==> src/rtl/pwm_timer_pkg.sv <==
// Shared types and register map for the multi-channel PWM timer.
// Optional feature macro: PWM_TIMER_INVERT_EN (per-channel polarity bit in CTRL).
package pwm_timer_pkg;

  typedef enum logic [1:0] {
    IDLE = 2'd0,
    RUN  = 2'd1,
    DONE = 2'd2
  } state_t;

  localparam logic [1:0] REG_PERIOD = 2'd0;
  localparam logic [1:0] REG_DUTY   = 2'd1;
  localparam logic [1:0] REG_NCYC   = 2'd2;
  localparam logic [1:0] REG_CTRL   = 2'd3;

  localparam int unsigned CTRL_POL_BIT = 0;

endpackage

==> src/rtl/pwm_timer_ch.sv <==
// One PWM timer channel: shadow registers, run FSM, period/cycle counters.
// Optional feature macro: PWM_TIMER_INVERT_EN (polarity bit from CTRL).
module pwm_timer_ch
  import pwm_timer_pkg::*;
#(
  parameter int unsigned CNT_W     = 16,
  parameter int unsigned CYC_W     = 16,
  parameter int unsigned END_PULSE = 10
) (
  input  logic             i_clk,
  input  logic             i_rst,
  input  logic             i_we,
  input  logic [1:0]       i_reg,
  input  logic [CNT_W-1:0] i_wdata,
  input  logic             i_start,
  input  logic             i_stop,
  output logic             o_pwm,
  output logic             o_timer_end,
  output logic             o_busy
);

  localparam int unsigned PW = (END_PULSE > 1) ? $clog2(END_PULSE) : 1;
  localparam logic [PW-1:0] PCNT_LAST = PW'(END_PULSE - 1);

  state_t state, state_nx;

  logic [CNT_W-1:0] period_sh, duty_sh, period_a, duty_a;
  logic [CYC_W-1:0] ncyc_sh, ncyc_a;
  logic             pol_sh, pol_a;

  logic [CNT_W-1:0] period_ef, duty_ef;
  logic [CYC_W-1:0] ncyc_ef;
  logic             pol_ef;

  logic [CNT_W-1:0] cnt, cnt_nx;
  logic [CYC_W-1:0] cyc, cyc_nx;
  logic [PW-1:0]    pcnt, pcnt_nx;
  logic             pwm_nx;
  logic             load;

  logic             proc, wrap;
  logic [CNT_W-1:0] p_period, p_duty, p_cnt;
  logic [CYC_W-1:0] p_ncyc, p_cyc;
  logic             p_pol;

  // Effective shadow values: a write in this cycle is visible to a same-cycle start/wrap.
  always_comb begin
    period_ef = (i_we && i_reg == REG_PERIOD) ? i_wdata : period_sh;
    duty_ef   = (i_we && i_reg == REG_DUTY)   ? i_wdata : duty_sh;
    ncyc_ef   = (i_we && i_reg == REG_NCYC)   ? i_wdata[CYC_W-1:0] : ncyc_sh;
`ifdef PWM_TIMER_INVERT_EN
    pol_ef    = (i_we && i_reg == REG_CTRL)   ? i_wdata[CTRL_POL_BIT] : pol_sh;
`else
    pol_ef    = 1'b0;
`endif
  end

  always_ff @(posedge i_clk) begin
    if (i_rst) begin
      period_sh <= '0;
      duty_sh   <= '0;
      ncyc_sh   <= '0;
      pol_sh    <= 1'b0;
    end else begin
      period_sh <= period_ef;
      duty_sh   <= duty_ef;
      ncyc_sh   <= ncyc_ef;
      pol_sh    <= pol_ef;
    end
  end

  // The start cycle processes count 0 itself, so the first PWM bit appears one clock later.
  always_comb begin
    state_nx = state;
    cnt_nx   = cnt;
    cyc_nx   = cyc;
    pcnt_nx  = pcnt;
    pwm_nx   = 1'b0;
    load     = 1'b0;
    proc     = 1'b0;
    wrap     = 1'b0;
    p_period = period_a;
    p_duty   = duty_a;
    p_ncyc   = ncyc_a;
    p_pol    = pol_a;
    p_cnt    = cnt;
    p_cyc    = cyc;

    case (state)
      IDLE: begin
        if (!i_stop && i_start && period_ef != '0) begin
          proc     = 1'b1;
          load     = 1'b1;
          state_nx = RUN;
          p_period = period_ef;
          p_duty   = duty_ef;
          p_ncyc   = ncyc_ef;
          p_pol    = pol_ef;
          p_cnt    = '0;
          p_cyc    = '0;
        end
      end
      RUN: begin
        if (i_stop) begin
          state_nx = IDLE;
          cnt_nx   = '0;
          cyc_nx   = '0;
        end else begin
          proc = 1'b1;
        end
      end
      DONE: begin
        if (i_stop || pcnt == PCNT_LAST) begin
          state_nx = IDLE;
          pcnt_nx  = '0;
        end else begin
          pcnt_nx = pcnt + 1'b1;
        end
      end
      default: state_nx = IDLE;
    endcase

    if (proc) begin
      pwm_nx = (p_cnt < p_duty) ^ p_pol;
      wrap   = ({1'b0, p_cnt} + (CNT_W+1)'(1)) >= {1'b0, p_period};
      if (wrap) begin
        cnt_nx = '0;
        load   = 1'b1;
        if (p_ncyc != '0 && (p_cyc + 1'b1) == p_ncyc) begin
          state_nx = DONE;
          pcnt_nx  = '0;
          cyc_nx   = '0;
        end else begin
          cyc_nx = p_cyc + 1'b1;
        end
      end else begin
        cnt_nx = p_cnt + 1'b1;
        cyc_nx = p_cyc;
      end
    end
  end

  always_ff @(posedge i_clk) begin
    if (i_rst) begin
      state    <= IDLE;
      cnt      <= '0;
      cyc      <= '0;
      pcnt     <= '0;
      o_pwm    <= 1'b0;
      period_a <= '0;
      duty_a   <= '0;
      ncyc_a   <= '0;
      pol_a    <= 1'b0;
    end else begin
      state <= state_nx;
      cnt   <= cnt_nx;
      cyc   <= cyc_nx;
      pcnt  <= pcnt_nx;
      o_pwm <= pwm_nx;
      if (load) begin
        period_a <= period_ef;
        duty_a   <= duty_ef;
        ncyc_a   <= ncyc_ef;
        pol_a    <= pol_ef;
      end
    end
  end

  assign o_busy      = (state != IDLE);
  assign o_timer_end = (state == DONE);

endmodule

==> src/rtl/pwm_timer_mc.sv <==
// Multi-channel PWM timer top: register address decode and per-channel write fan-out.
// Optional feature macro: PWM_TIMER_INVERT_EN (handled inside each channel).
module pwm_timer_mc
  import pwm_timer_pkg::*;
#(
  parameter int unsigned NCH       = 4,
  parameter int unsigned CNT_W     = 16,
  parameter int unsigned CYC_W     = 16,
  parameter int unsigned END_PULSE = 10
) (
  input  logic                   i_clk,
  input  logic                   i_rst,
  input  logic                   i_we,
  input  logic [$clog2(NCH)+1:0] i_addr,
  input  logic [CNT_W-1:0]       i_wdata,
  input  logic [NCH-1:0]         i_start,
  input  logic [NCH-1:0]         i_stop,
  output logic [NCH-1:0]         o_pwm,
  output logic [NCH-1:0]         o_timer_end,
  output logic [NCH-1:0]         o_busy
);

  localparam int unsigned AW   = $clog2(NCH) + 2;
  localparam int unsigned CH_W = (NCH > 1) ? $clog2(NCH) : 1;

  logic [CH_W-1:0] ch_idx;
  logic [1:0]      reg_sel;

  assign reg_sel = i_addr[1:0];

  generate
    if (NCH > 1) begin : g_multi
      assign ch_idx = i_addr[AW-1:2];
    end else begin : g_single
      assign ch_idx = '0;
    end
  endgenerate

  for (genvar g = 0; g < NCH; g++) begin : g_ch
    logic we_ch;
    assign we_ch = i_we && (ch_idx == CH_W'(g));

    pwm_timer_ch #(
      .CNT_W    (CNT_W),
      .CYC_W    (CYC_W),
      .END_PULSE(END_PULSE)
    ) u_ch (
      .i_clk      (i_clk),
      .i_rst      (i_rst),
      .i_we       (we_ch),
      .i_reg      (reg_sel),
      .i_wdata    (i_wdata),
      .i_start    (i_start[g]),
      .i_stop     (i_stop[g]),
      .o_pwm      (o_pwm[g]),
      .o_timer_end(o_timer_end[g]),
      .o_busy     (o_busy[g])
    );
  end

endmodule
==> config.mk <==
export PLATFORM = sky130hd
export DESIGN_NAME = pwm_timer_mc
export DESIGN_NICKNAME = d
export VERILOG_FILES = /design/src/rtl/pwm_timer_pkg.sv /design/src/rtl/pwm_timer_ch.sv /design/src/rtl/pwm_timer_mc.sv
export SDC_FILE = /design/constraint.sdc
export NUM_CORES = 2
export LEC_CHECK = 0
export BUFFER_PORTS_ARGS = -buffer_cell sky130_fd_sc_hd__buf_2
export CELL_PAD_IN_SITES_DETAIL_PLACEMENT = 0
export CELL_PAD_IN_SITES_GLOBAL_PLACEMENT = 1
export CORE_MARGIN = 5
export CORE_UTILIZATION = 42
export CTS_CLUSTER_SIZE = 16
export DETAILED_ROUTE_END_ITERATION = 10
export PLACE_DENSITY_LB_ADDON = 0.15
export SYNTH_ARGS = -nofsm -noshare
export SYNTH_HDL_FRONTEND = slang
export SYNTH_HIERARCHICAL = 1
export SYNTH_SLANG_ARGS = --single-unit
==> constraint.sdc <==
create_clock -name i_clk -period 6.3 [get_ports i_clk]
set_input_delay 0.315 -clock i_clk [delete_from_list [all_inputs] [get_ports i_clk]]
set_output_delay 0.315 -clock i_clk [all_outputs]
set_load 0.01 [all_outputs]
**Word-level counts from Yosys, hierarchy flattened**

Index checks and enable logic that the tools add are counted.
W data, S select, Z words.

- $mul: 0
- Reductions and logical operators: 70
- Div/mod/pow operators: 0
- Muxes and demuxes: 152
- Bitwise logic cells: 4
- Eq/ne operators: 21
- Magnitude comparators: 8
- Add/sub/neg operators: 16
- Shift operators: 0

Operators by type and width:

| cell | count |
|---|---|
| $mux W16 | 80 |
| $add A16 B1 Y16 const B | 8 |
| $reduce_bool A16 Y1 | 8 |
| $mux W4 | 20 |
| $add A16 B1 Y17 const B | 4 |
| $ge A17 B16 Y1 | 4 |
| $eq A16 B16 Y1 | 4 |
| $lt A16 B16 Y1 | 4 |
| $mux W2 | 24 |
| $logic_and A1 B1 Y1 | 28 |
| $pmux W2 S3 | 4 |
| $reduce_bool A2 Y1 | 12 |
| $mux W1 | 20 |
| $add A4 B1 Y4 const B | 4 |
| $eq A4 B4 Y1 const B | 4 |
| $eq A2 B2 Y1 const B | 7 |
| $eq A2 B1 Y1 const B | 6 |
| $logic_not A2 Y1 | 6 |
| $pmux W1 S2 | 4 |
| $reduce_and A2 Y1 | 4 |
| $reduce_or A2 Y1 | 4 |
| $logic_not A1 Y1 | 4 |
| $logic_or A1 B1 Y1 | 4 |
| $not A1 Y1 | 4 |

- Latch bits: 0
- Bits in read-only memories: 0
- Input port bits: 31
- Bits in registers: 540
- Memories: 0
- Logic and storage cells: 315
- Bits in writable memories: 0
- Output and inout port bits: 12

**Logic depth before layout (Yosys ltp)**

- Word-level depth: 14
- Depth in mapped cells: 29
- Depth with buffers taken out: 22

**Modules after synthesis**

The synthesis kept the hierarchy.

By module, submodules not included:

| module | seq. area each (um^2) | area an instance (um^2) | cells an instance | instances |
|---|---|---|---|---|
| pwm_timer_ch (g_ch[0].u_ch ...) | 2702.6 | 7548.5 | 864 | 2 |
| pwm_timer_ch (g_ch[1].u_ch) | 2702.6 | 7578.5 | 867 | 1 |
| pwm_timer_ch (g_ch[3].u_ch) | 2702.6 | 7571.0 | 876 | 1 |
| pwm_timer_mc | 0.0 | 37.5 | 4 | 1 |

**Worst setup path before layout**

No wires, ideal clock.

- Path type: in2reg
- From: input port i_wdata[6]
- To: register g_ch[3].u_ch.duty_a[10]
- Path buffers: 5
- Data required time: 6177 ps
- Arrival time: 5676 ps
- Library setup time: 123 ps
- Stages on the path: 24
- Setup slack: 500 ps
- Cells stage by stage: or4_4 nor4_4 a41oi_4 nand2_1 clkbuf_1 clkbuf_1 clkbuf_1 and2_1 ha_1 nand3_1 or2_2 or3_1 a21oi_1 ha_1 nand4_1 o22ai_1 a2111oi_0 o211ai_1 a21o_4 a21oi_2 nor2_4 buf_6 buf_12 mux2_1

- Cells in the longest elaborated chain, start to end: 9
- Elaborated cells on any way between the ends: 14
- Those cells by class: add/sub: 1; order compare: 1; mux: 10; reduce/logical: 2

RTL lines:

| what | line | source |
|---|---|---|
| start: declaration | pwm_timer_mc.sv:15 | `input logic [CNT_W-1:0] i_wdata,` |
| $mux W16 (*) | pwm_timer_ch.sv:48 | `period_ef = (i_we && i_reg == REG_PERIOD) ? i_wdata : period_sh;` |
| $reduce_bool A16 Y1 | pwm_timer_ch.sv:91 | `if (!i_stop && i_start && period_ef != '0) begin` |
| $logic_and A1 B1 Y1 | pwm_timer_ch.sv:91 |  |
| $mux W16 | pwm_timer_ch.sv:91 |  |
| $mux W16 | pwm_timer_ch.sv:89 | `case (state)` |
| $add A16 B1 Y17 | pwm_timer_ch.sv:125 | `wrap = ({1'b0, p_cnt} + (CNT_W+1)'(1)) >= {1'b0, p_period};` |
| $ge A17 B16 Y1 | pwm_timer_ch.sv:125 |  |
| $mux W1 | pwm_timer_ch.sv:126 | `if (wrap) begin` |
| $mux W1 (*) | pwm_timer_ch.sv:123 | `if (proc) begin` |
| end signal: assignment | pwm_timer_ch.sv:162 | `duty_a <= duty_ef;` |
| end: declaration | pwm_timer_ch.sv:27 | `logic [CNT_W-1:0] period_sh, duty_sh, period_a, duty_a;` |

Mark *: on every way between the ends. The rest lies on a longest branch, timed or not.
A chain may end at the register's enable or synchronous reset.

**Final worst setup path**

- From: register g_ch[3].u_ch.period_sh[2]
- To: register g_ch[3].u_ch.duty_a[9]

- Cells in the longest elaborated chain, start to end: 9
- Elaborated cells on any way between the ends: 14
- Those cells by class: add/sub: 1; order compare: 1; mux: 10; reduce/logical: 2

RTL lines:

| what | line | source |
|---|---|---|
| start: declaration | pwm_timer_ch.sv:27 |  |
| start signal: assignment | pwm_timer_ch.sv:65 | `period_sh <= period_ef;` |
| $mux W16 (*) | pwm_timer_ch.sv:48 |  |
| $reduce_bool A16 Y1 | pwm_timer_ch.sv:91 |  |
| $logic_and A1 B1 Y1 | pwm_timer_ch.sv:91 |  |
| $mux W16 | pwm_timer_ch.sv:91 |  |
| $mux W16 | pwm_timer_ch.sv:89 |  |
| $add A16 B1 Y17 | pwm_timer_ch.sv:125 |  |
| $ge A17 B16 Y1 | pwm_timer_ch.sv:125 |  |
| $mux W1 | pwm_timer_ch.sv:126 |  |
| $mux W1 (*) | pwm_timer_ch.sv:123 |  |

Marks and branches as above.

==> metrics.log <==
INFO  metric synth_edf_count = 0
INFO  metric route.final.wire_length = 89700 microns
INFO  metric post_synthesis_net_count = 3646
INFO  metric netlist_top_cells_area = sky130_fd_sc_hd__dfxtp_1, sky130_fd_sc_hd__ha_1, sky130_fd_sc_hd__nor2_1
INFO  metric clock_tree_from_tritoncts = built
INFO  metric slew_headroom = 17.0%
INFO  metric power.density_cell_area = 236 nW/um^2
INFO  metric layoutNonFillerInstCount = 4470
INFO  metric vias = 25200
INFO  metric floorplan.initialDensity = 42.4%
INFO  metric fp.dieH = 279 microns
INFO  metric dr.max_layer_used = met5
INFO  metric drt-met1-wl = 39100 microns
INFO  metric synth_top_cell_area_share = 35.7%
INFO  metric worst_r2r_startpoint = g_ch[3].u_ch/period_sh[2]
INFO  metric fp.dieArea = 77600 sq um
INFO  metric clock_sinks = 540
INFO  metric clk_transition_reported_paths = 0.06 ns
INFO  metric synth.ff_latch_count = 540
INFO  metric layout.area.seq = 10800 sq um
INFO  metric grt_max_degree = 177
INFO  metric post_synth_inst_count = 3475
INFO  metric static-leakage-power = 13.4 nW
INFO  metric outcome = finished clean
INFO  metric wl_per_cell = 20.1 microns
INFO  metric post-cts-setup-buffer-count = 0
INFO  metric yosysSeqAreaShare = 35.7%
INFO  metric first_global_vias = 24700
INFO  metric place.detailed.instances = 4346
INFO  metric irDropWorstVdd = 0.194 mV
INFO  metric drv.max_cap_violation_count = 0
INFO  metric final_nets = 3636
INFO  metric synth_mux_area_share = 12.6%
INFO  metric crit_type = register to register
INFO  metric floorplan.rows = 98
INFO  metric cts-resized-gates = 0
INFO  metric numCtsBuffers = 67
INFO  metric hold_buffers = 0
INFO  metric critPathLaunchType = register
INFO  metric multi_input_area = 18500 sq um
INFO  metric worstMarginPinSlew = 1.24 ns
INFO  metric syn_area_per_cell = 8.71 sq um
INFO  metric first_pass_grt_wire_length = 140000 microns
INFO  metric track_usage = 22.3%
INFO  metric ioPinCount = 43
INFO  metric synthesized_area_fraction_occupied_by_xor_and_xnor_cells = 4.57%
INFO  metric synth_top_flop_cell = sky130_fd_sc_hd__dfxtp_1
INFO  metric ctsHtreeMaxLevel = 3
INFO  metric critical_path_peak_fanout = 35
INFO  metric synth_top_cells_by_count = sky130_fd_sc_hd__dfxtp_1, sky130_fd_sc_hd__nor2_1, sky130_fd_sc_hd__nand2_1
INFO  metric gp_routability_congestion = 0.854
INFO  metric worst_ep_arrival_time = 6.25 ns
INFO  metric detailedRoute.firstPassIterationCount = 5
INFO  metric port_buffers = 42
INFO  metric async_flop_share = 0%
INFO  metric fillerInstances = 6901
INFO  metric synth_simple_gate_area_share = 25.4%
INFO  metric clockBufferDepth = 3
INFO  metric crit_required = 6.78 ns
INFO  metric detail_route_met2_wl = 43100 microns
INFO  metric overall_overflow_remaining_after_global_route = 0
INFO  metric whs = 0.199 ns
INFO  metric final-setup-viol-count = 0
INFO  metric synth_largest_area_cell = sky130_fd_sc_hd__dfxtp_1
INFO  metric max_slew_violations = 0
INFO  metric avgViaCountPerCell = 5.64
INFO  metric warning_count_from_the_yosys_run = 6
INFO  metric final_critical_delay_including_setup_and_external_delays = 5.77 ns
INFO  metric ant_nets = 0
INFO  metric yosys.cell_count.top_type = sky130_fd_sc_hd__dfxtp_1
INFO  metric drt_first_iter_violations = 1460
INFO  metric final-hold-violation-count = 0
INFO  metric die_width = 279 microns
INFO  metric clk_latency = 0.60 ns
INFO  metric hpwlAfterDp = 62100 microns
INFO  metric worst_setup_path_startpoint = g_ch[3].u_ch/period_sh[2]
INFO  metric flow.area_growth_from_synthesis = 11.6%
INFO  metric detail_route.drc_violations = 0
INFO  metric startpoint_of_the_lowest_slack_hold_path = i_rst
INFO  metric netlist-cell-type-count = 89
INFO  metric maxClockFrequency = 0.173 GHz
INFO  metric layout.core_utilization = 47.3%
INFO  metric synth_top_family_by_area = simple AND/OR/NAND/NOR gates
INFO  metric grt_antenna_before_repair = 10
INFO  metric grt_setup_unrepaired = false
INFO  metric worst_setup_ep_type = register
INFO  metric synth_compound_gate_area_share = 12.5%
INFO  metric synthesis.area = 30300 sq um
INFO  metric fraction_of_layout_instances_using_a_drive_strength_above_1 = 13.4%
INFO  metric final.period_utilization = 91.6%
INFO  metric core_area = 71500 sq um
INFO  metric root_buffer = sky130_fd_sc_hd__clkbuf_16
INFO  metric met3WireLength = 4350 microns
INFO  metric skew = 0.0201 ns
INFO  metric yosys.area_share.adder = 5.78%
INFO  metric hold_path_class = input pin to register
## critical path: stages, from the launching register on
cell and delay [ns]:
sky130_fd_sc_hd__dfxtp_1 0.31, sky130_fd_sc_hd__or4_1 0.52, sky130_fd_sc_hd__nor2_1 0.11, sky130_fd_sc_hd__nand4_1 0.13, sky130_fd_sc_hd__nand2_2 0.14, sky130_fd_sc_hd__and2_1 0.18, sky130_fd_sc_hd__ha_1 0.21, sky130_fd_sc_hd__nand3_1 0.17
sky130_fd_sc_hd__or2_2 0.41, sky130_fd_sc_hd__or3_1 0.36, sky130_fd_sc_hd__a21oi_1 0.20, sky130_fd_sc_hd__ha_1 0.20, sky130_fd_sc_hd__nand4_1 0.13, sky130_fd_sc_hd__inv_1 0.08, sky130_fd_sc_hd__nand4_1 0.14, sky130_fd_sc_hd__o41a_1 0.47
sky130_fd_sc_hd__o41ai_4 0.08, sky130_fd_sc_hd__a21o_4 0.14, sky130_fd_sc_hd__a21oi_2 0.06, sky130_fd_sc_hd__nor2_4 0.83, sky130_fd_sc_hd__buf_4 0.40, sky130_fd_sc_hd__mux2_2 0.36
## worst paths after layout
check                                           endpoint  cells after the start  slack (ns)
worst max register to register    g_ch[3].u_ch/duty_a[9]                     21        0.53
worst min register to register  g_ch[2].u_ch/ncyc_sh[14]                      2        0.48
worst max-delay path              g_ch[3].u_ch/duty_a[9]                     21        0.53
worst min-delay path                 g_ch[1].u_ch/cnt[5]                      2        0.20
## report_power, final
group,switching (mW),internal (mW)
combinational,0.338,0.131
sequential,0.0116,3.44
clock,1.56,2.50
total,1.91,6.07
## per-stage QoR
| step | setup slack, ns | setup TNS, ns | cell area [sq um] | power, mW |
|---|---|---|---|---|
| 2_1_floorplan | 0.500 | 0 | 30300 | 3.80 |
| 5_1_grt | 0.160 | 0 | 33800 | 8.27 |
| 3_5_place_dp | -0.108 | -1.34 | 31500 | 3.99 |
| 6_report | 0.528 | 0 | 33800 | 7.98 |
| 3_3_place_gp | -0.0445 | -0.439 | 31500 | 3.99 |
| 4_1_cts | 0.481 | 0 | 33800 | 8.09 |
## state kept, by name, summed over array words and instances, names as in the netlist, 8 cells and up
register	flops
g_ch.u_ch/duty_sh	64
g_ch.u_ch/period_sh	64
g_ch.u_ch/ncyc_a	64
g_ch.u_ch/state	8
g_ch.u_ch/ncyc_sh	64
g_ch.u_ch/pcnt	16
g_ch.u_ch/cyc	64
g_ch.u_ch/cnt	64
g_ch.u_ch/duty_a	64
g_ch.u_ch/period_a	64
## placed cells by master, fill, tap and decap left out, types with 91 or more instances in the layout
master / instances
sky130_fd_sc_hd__a21oi_1: 245
sky130_fd_sc_hd__and2_1: 91
sky130_fd_sc_hd__dfxtp_1: 540
sky130_fd_sc_hd__ha_1: 140
sky130_fd_sc_hd__mux2_2: 115
sky130_fd_sc_hd__mux2i_1: 140
sky130_fd_sc_hd__nand2_1: 253
sky130_fd_sc_hd__nor2_1: 460
sky130_fd_sc_hd__nor2b_1: 215
sky130_fd_sc_hd__xnor2_1: 109
## kinds of logic after synthesis
group / count (synthesis)
compound gates: 592
xor+xnor: 158
fa+ha+maj: 140
simple gates: 1483
buf+inv: 227
mux: 335
flops: 540
## cell type report
cell class | instances | area share (%)
Tap cell | 950 | 3.52
Sequential cell | 540 | 32.0
Timing Repair Buffer | 123 | 2.71
Clock inverter | 30 | 1.22
Clock buffer | 89 | 5.63
Inverter | 25 | 0.278
Antenna cell | 5 | 0.0370
Multi-Input combinational cell | 2708 | 54.6
## routing by layer
metal / global-route usage [%] / vias up
met5: 0 / -
li1: - / 12300
met1: 28.6 / 12200
met2: 38.0 / 554
met4: 7.48 / 6
met3: 3.83 / 163
Note: power is estimated with default switching activity, not from simulation.
